### src/rtl/axis64to128_packer.sv
`timescale 1ns/1ps
// Packs 64-bit AXI-Stream beats into 128-bit words, first beat in the upper half; odd frames padded low.
// Latency: 1 cycle after the completing beat; s_axis_tready = ~m_axis_tvalid | m_axis_tready.
module axis64to128_packer #(
  parameter int CNT_WIDTH = 32
) (
  input  logic                 rx_axis_uclk,
  input  logic                 RxAxis_Rstn,
  input  logic                 s_axis_tvalid,
  output logic                 s_axis_tready,
  input  logic [63:0]          s_axis_tdata,
  input  logic [7:0]           s_axis_tkeep,
  input  logic                 s_axis_tlast,
  output logic                 m_axis_tvalid,
  input  logic                 m_axis_tready,
  output logic [127:0]         m_axis_tdata,
  output logic [15:0]          m_axis_tkeep,
  output logic                 m_axis_tlast,
  input  logic                 CntClr,
  output logic [CNT_WIDTH-1:0] FrmIn_Cnt,
  output logic [CNT_WIDTH-1:0] FrmOut_Cnt,
  output logic [CNT_WIDTH-1:0] KeepErr_Cnt
);

  typedef enum logic {EMPTY, HALF} state_t;

  localparam logic [CNT_WIDTH-1:0] CNT_ONE = 1;

  state_t         state_q, state_d;
  logic [63:0]    hi_data_q, hi_data_d;
  logic [7:0]     hi_keep_q, hi_keep_d;
  logic           m_vld_q, m_vld_d;
  logic [127:0]   m_dat_q, m_dat_d;
  logic [15:0]    m_keep_q, m_keep_d;
  logic           m_last_q, m_last_d;
  logic [CNT_WIDTH-1:0] frm_in_q, frm_out_q, keep_err_q;

  logic s_fire;
  logic m_fire;
  logic keep_bad;
  logic load;

  assign s_axis_tready = ~m_vld_q | m_axis_tready;
  assign s_fire        = s_axis_tvalid & s_axis_tready;
  assign m_fire        = m_vld_q & m_axis_tready;
  assign keep_bad      = s_axis_tlast ? (s_axis_tkeep == 8'h00) : (s_axis_tkeep != 8'hFF);

  always_comb begin
    state_d   = state_q;
    hi_data_d = hi_data_q;
    hi_keep_d = hi_keep_q;
    m_dat_d   = m_dat_q;
    m_keep_d  = m_keep_q;
    m_last_d  = m_last_q;
    load      = 1'b0;
    if (s_fire) begin
      case (state_q)
        EMPTY: begin
          if (s_axis_tlast) begin
            load     = 1'b1;
            m_dat_d  = {s_axis_tdata, 64'h0};
            m_keep_d = {s_axis_tkeep, 8'h00};
            m_last_d = 1'b1;
          end else begin
            hi_data_d = s_axis_tdata;
            hi_keep_d = 8'hFF;
            state_d   = HALF;
          end
        end
        HALF: begin
          load     = 1'b1;
          m_dat_d  = {hi_data_q, s_axis_tdata};
          m_keep_d = {hi_keep_q, s_axis_tlast ? s_axis_tkeep : 8'hFF};
          m_last_d = s_axis_tlast;
          state_d  = EMPTY;
        end
        default: state_d = EMPTY;
      endcase
    end
    // A load replaces an accepted word in the same cycle, giving back-to-back output.
    if (load) begin
      m_vld_d = 1'b1;
    end else if (m_axis_tready) begin
      m_vld_d = 1'b0;
    end else begin
      m_vld_d = m_vld_q;
    end
  end

  always_ff @(posedge rx_axis_uclk or negedge RxAxis_Rstn) begin
    if (!RxAxis_Rstn) begin
      state_q   <= EMPTY;
      hi_data_q <= '0;
      hi_keep_q <= '0;
      m_vld_q   <= 1'b0;
      m_dat_q   <= '0;
      m_keep_q  <= '0;
      m_last_q  <= 1'b0;
    end else begin
      state_q   <= state_d;
      hi_data_q <= hi_data_d;
      hi_keep_q <= hi_keep_d;
      m_vld_q   <= m_vld_d;
      m_dat_q   <= m_dat_d;
      m_keep_q  <= m_keep_d;
      m_last_q  <= m_last_d;
    end
  end

  always_ff @(posedge rx_axis_uclk or negedge RxAxis_Rstn) begin
    if (!RxAxis_Rstn) begin
      frm_in_q   <= '0;
      frm_out_q  <= '0;
      keep_err_q <= '0;
    end else if (CntClr) begin
      frm_in_q   <= '0;
      frm_out_q  <= '0;
      keep_err_q <= '0;
    end else begin
      if (s_fire && s_axis_tlast) frm_in_q   <= frm_in_q + CNT_ONE;
      if (m_fire && m_last_q)     frm_out_q  <= frm_out_q + CNT_ONE;
      if (s_fire && keep_bad)     keep_err_q <= keep_err_q + CNT_ONE;
    end
  end

  assign m_axis_tvalid = m_vld_q;
  assign m_axis_tdata  = m_dat_q;
  assign m_axis_tkeep  = m_keep_q;
  assign m_axis_tlast  = m_last_q;
  assign FrmIn_Cnt     = frm_in_q;
  assign FrmOut_Cnt    = frm_out_q;
  assign KeepErr_Cnt   = keep_err_q;

endmodule

### config.mk
export PLATFORM = sky130hd
export DESIGN_NAME = axis64to128_packer
export DESIGN_NICKNAME = d
export VERILOG_FILES = /design/src/rtl/axis64to128_packer.sv
export SDC_FILE = /design/constraint.sdc
export NUM_CORES = 1
export LEC_CHECK = 0
export ABC_CLOCK_PERIOD_IN_PS = 2700
export BUFFER_PORTS_ARGS = -buffer_cell sky130_fd_sc_hd__buf_2
export CORE_AREA = 2 2 161 163
export DETAILED_ROUTE_END_ITERATION = 16
export DIE_AREA = 0 0 163 165
export PLACE_DENSITY = 0.88
export SLEW_MARGIN = 25
export SYNTH_ARGS = -nofsm -noshare
export SYNTH_HDL_FRONTEND = slang
export SYNTH_SLANG_ARGS = --single-unit
### constraint.sdc
create_clock -name rx_axis_uclk -period 2.7 [get_ports rx_axis_uclk]
set_clock_uncertainty 0.2 [all_clocks]
set_input_delay 0.135 -clock rx_axis_uclk [delete_from_list [all_inputs] [get_ports rx_axis_uclk]]
set_output_delay 0.135 -clock rx_axis_uclk [all_outputs]
set_load 0.005 [all_outputs]
==> results by stage <==
Outcome:
- The flow ran to the end, and the final reports show no timing, DRC or antenna violations.

Logic synthesis:
- The adder-cell share of the synthesized area is 0.00281.
- The prevailing post-synth register cell is sky130_fd_sc_hd__dfrtp_1.
- The netlist uses 44 different library cells.
- The share of the synthesized area in compound gates (AO/OA/AOI/OAI) came to 0.101.
- In this run the cell area of the synthesized design comes to 13300 sq um.
- The multiplexer share of the synthesized area is 0.112.
- After synthesis the netlist holds a flip-flop and latch count of slightly above 300.
- The parity-gate share of the synthesized area counting xor and xnor cells is 0.0387.
- Of the total synthesized cell area, the portion taken by AND, OR, NAND and NOR gates is 0.139.
- The cell count after synthesis is 1178.
- The fraction of registers with async set or reset after synthesis is 1.00.
- The combinational family with the most area after synthesis is simple AND/OR/NAND/NOR gates.
- A synthesized cell averages approximately 11 sq um.
- The sequential fraction of the synthesis area is 0.578.
- For this run, the number of Yosys warnings is 0.
- The total nets after synthesis is between 1000 and 1500.
- The number of enable-type register cells in the synthesized netlist is 0.

Clocking:
- The cell at the root of the clock tree is sky130_fd_sc_hd__clkbuf_16.
- In this run, CTS created clock tree buffers numbering 31.
- The deepest level of the CTS H-tree is 1.
- The number of gates given a new drive strength after cts is 0.
- The clock passes through at most 3 buffers.
- The clock net in this run drives a total of 308 sinks.
- The clock reaches the later pin of the worst-skew pair after between 0.5 and 0.6 ns.
- After clock tree synthesis, the clock-pin slew on the worst setup and hold paths is about 0.070 ns.
- The clock tree from TritonCTS is done.

Setup path:
- The endpoint identified for the worst register-to-register timing path is KeepErr_Cnt[21]$_DFFE_PN0P_.
- The worst setup path is launched from a register.
- At the worst endpoint, the required time is 2.97 ns.
- The startpoint of the most critical register-to-register path is KeepErr_Cnt[4]$_DFFE_PN0P_.
- Data on the critical path arrives at its endpoint at 2.74 ns.
- The number of cells traversed by the worst register-to-register path is 6.
- The slack of the worst reg-to-reg path is ~0.23 ns.
- The highest fanout seen on the critical path is 10.
- The kind of capture point of the worst setup path is a register.
- The category of the most critical setup path is reg -> reg.

Route:
- The number of DRC markers in iteration 0 is between 1000 and 1500.
- The final layout contains routed wiring with a total length of roughly 41000 um.
- In the final routed layout, each cell accounts on average for around 21 um.
- The first detailed-routing pass ran for 6 iterations.
- The via density per instance is about 6.0.
- After detailed routing, the number of remaining DRC violations is 0.
- The remaining number of nets flagged by the antenna check after routing is 0.
- Summing over every cut layer, the via total after detailed routing is between 10000 and 15000.

Floorplan:
- The floorplan has just under 60 rows.
- The area of the core is ~25000 sq um.
- The height of the die is approximately 170 um.
- The initial utilization of the core area, before any placement, comes to 0.533.
- The horizontal die dimension is approximately 160 um.
- The top-level port count is ~320.
- The floorplan step defined a die boundary enclosing approximately 27000 sq um.

Hold path:
- The class of the tightest hold or removal check is in -> async.

Place:
- Input and output buffers added on the ports amount to 320.
- Summing all placed instances gives a cell area of ~15000 sq um.
- After legalization and detailed placement, the total HPWL measured roughly 24000 um.
- The congestion estimate from routability-driven global placement came to between 0.8 and 0.9.

Global routing:
- The number of global-route vias before repair is 11600.
- The global-route wire length before repair is between 60000 and 70000 um.
- The residual overflow from global routing is 0.
- The pin count of the biggest net entering global routing is 68.
- The initial antenna violation count is 2.
- The global-route usage over all layers is 0.301.

STA:
- The final period utilization is 0.916.
- The maximum clock frequency is ~0.40 GHz.
- The final number of max-transition violations is 0.
- The remaining max-slew budget at the tightest pin is 0.545.
- Setup repair after global routing left no endpoint under its margin.
- The number of setup violations in the final report is 0.
- The number of hold-slack violations in the final timing report came to 0.
- The slew at the pin closest to its max-slew limit is 0.682 ns.
- In the final timing run, aggregate negative setup slack is 0 ns.
- The post-route minimum period is ~2.5 ns.

Cells and area:
- The number of fill cells is 1654.
- Of the cells placed in the final design, the portion with a size suffix greater than 1 is 0.308.
- The library cell used most frequently in the layout, excluding fill and tap cells, is sky130_fd_sc_hd__buf_2.
- In the final layout, flip-flops and latches occupy between 7000 and 8000 sq um.
- In the layout the commonest cells are sky130_fd_sc_hd__buf_2, sky130_fd_sc_hd__dfrtp_1, sky130_fd_sc_hd__nand2_1, sky130_fd_sc_hd__o21ai_0, sky130_fd_sc_hd__dlygate4sd3_1.
- The area taken by multi-input logic gates is 5250 sq um.
- The finished cells cover around 17000 sq um.
- The final net count is 1648.
- Relative to the synthesized area, the layout overhead comes to 30.5%.

Power and ir drop:
- The maximum vdd drop is between 0.6 and 0.7 mV.
- Dividing total power by cell area gives a power density of 791 nW/um^2.
- The total leakage power is just over 8 nW.

Flow run:
- Across the run, the number of max-cap violations was 0.
[through the flow]
step	setup slack [ns]	total power, mW	util	cells	hold WS [ns]
finish	0.228	13.8	0.696	1922	0.0208
global route	0.121	14.3	0.695	1920	0.0362
CTS	0.261	13.6	0.695	1920	0.0285
detailed placement	0.314	8.56	0.616	1785	-0.0905
global placement	0.400	8.39	0.616	1785	-0.0965
floorplan	0.356	7.26	-	1178	-0.361
[critical path, cell delays in order (launching register included)]
cell                      delay (ns)
sky130_fd_sc_hd__dfrtp_1        0.43
sky130_fd_sc_hd__and4_1         0.40
sky130_fd_sc_hd__nand3_1        0.19
sky130_fd_sc_hd__or4_1          0.49
sky130_fd_sc_hd__buf_4          0.19
sky130_fd_sc_hd__or3_1          0.31
sky130_fd_sc_hd__a21oi_1        0.17
[flip-flops by register name, summed over array words and instances, names as in the netlist]
signal	flops
hi_data_q	64
KeepErr_Cnt	32
m_axis_tdata	128
m_axis_tvalid	1
m_axis_tkeep	16
FrmOut_Cnt	32
FrmIn_Cnt	32
state_q	1
hi_keep_q	1
m_axis_tlast	1
[Yosys cell counts, types with 3 or more instances]
cell type                    n  share of area
sky130_fd_sc_hd__a21oi_1    32          0.012
sky130_fd_sc_hd__a22o_1     72          0.047
sky130_fd_sc_hd__and3_1     14         0.0066
sky130_fd_sc_hd__and4_1      6         0.0039
sky130_fd_sc_hd__buf_1       9         0.0025
sky130_fd_sc_hd__buf_2       6         0.0023
sky130_fd_sc_hd__clkbuf_1   56          0.016
sky130_fd_sc_hd__dfrtp_1   308           0.58
sky130_fd_sc_hd__ha_1        3         0.0028
sky130_fd_sc_hd__inv_1      21         0.0059
sky130_fd_sc_hd__mux2_2     67          0.057
sky130_fd_sc_hd__mux2i_1    74          0.056
sky130_fd_sc_hd__nand2_1   102          0.029
sky130_fd_sc_hd__nand2b_1   10         0.0047
sky130_fd_sc_hd__nand3_1    29          0.011
sky130_fd_sc_hd__nand4_1    40          0.019
sky130_fd_sc_hd__nor2_1     73          0.021
sky130_fd_sc_hd__nor2b_1     3         0.0014
sky130_fd_sc_hd__nor3_1     16         0.0060
sky130_fd_sc_hd__nor4_1     25          0.012
sky130_fd_sc_hd__o21ai_0    94          0.035
sky130_fd_sc_hd__o31ai_1     6         0.0034
sky130_fd_sc_hd__or3_1      22          0.010
sky130_fd_sc_hd__or4_1       9         0.0051
sky130_fd_sc_hd__xnor2_1    41          0.027
sky130_fd_sc_hd__xor2_1     18          0.012
[what timing repair did]
item                                   4_1_cts  5_1_grt
buffers inserted                             0        0
hold buffers                                79        0
endpoints found under the hold margin      555        0
[power by group]
group,switching [mW],total (mW),internal [mW]
clock,1.90,4.96,3.07
combinational,1.38,2.68,1.30
sequential,0.611,6.14,5.52
total,3.88,13.8,9.89
[metal layers]
metal	up-vias	part of all wire	GRT usage
met5	-	0.00027	0
met4	2	0.040	0.124
met3	131	0.10	0.0779
met2	684	0.49	0.507
met1	5639	0.37	0.371
li1	5009	-	-
[cell type report]
type / count / share of cell area
clock inverters: 20 / 0.0197
multi-input cells: 774 / 0.301
inverters: 21 / 0.00453
clock buffers: 36 / 0.0479
diodes: 2 / 0.000287
well taps: 330 / 0.0237
repair buffers: 431 / 0.160
flip-flops and latches: 308 / 0.443
[how the worst max path moves through the flow]
| stage | slack (ns) | endpoint | startpoint | depth (start not counted) |
|---|---|---|---|---|
| final | 0.23 | KeepErr_Cnt[21]$_DFFE_PN0P_ | KeepErr_Cnt[4]$_DFFE_PN0P_ | 6 |
| after global routing | 0.12 | KeepErr_Cnt[21]$_DFFE_PN0P_ | KeepErr_Cnt[4]$_DFFE_PN0P_ | 6 |
| after CTS | 0.26 | KeepErr_Cnt[21]$_DFFE_PN0P_ | KeepErr_Cnt[4]$_DFFE_PN0P_ | 6 |
| after detailed placement | 0.31 | KeepErr_Cnt[27]$_DFFE_PN0P_ | KeepErr_Cnt[4]$_DFFE_PN0P_ | 6 |
| after global placement | 0.40 | FrmIn_Cnt[28]$_DFFE_PN0P_ | m_axis_tvalid$_DFFE_PN0P_ | 5 |
| after floorplan | 0.36 | FrmIn_Cnt[30]$_DFFE_PN0P_ | m_axis_tvalid$_DFFE_PN0P_ | 6 |
[cells by family (layout without fill, tap and decap cells)]
family	Yosys count	count (layout)
and+or+nand+nor	362	362
DFF	308	308
AOI/OAI and AO/OA	209	209
muxes	141	141
buffers and inverters	96	508
xor gates and xnor gates	59	59
adders and majority gates	3	3
other	0	2
Note: power is estimated with default switching activity, not from simulation.
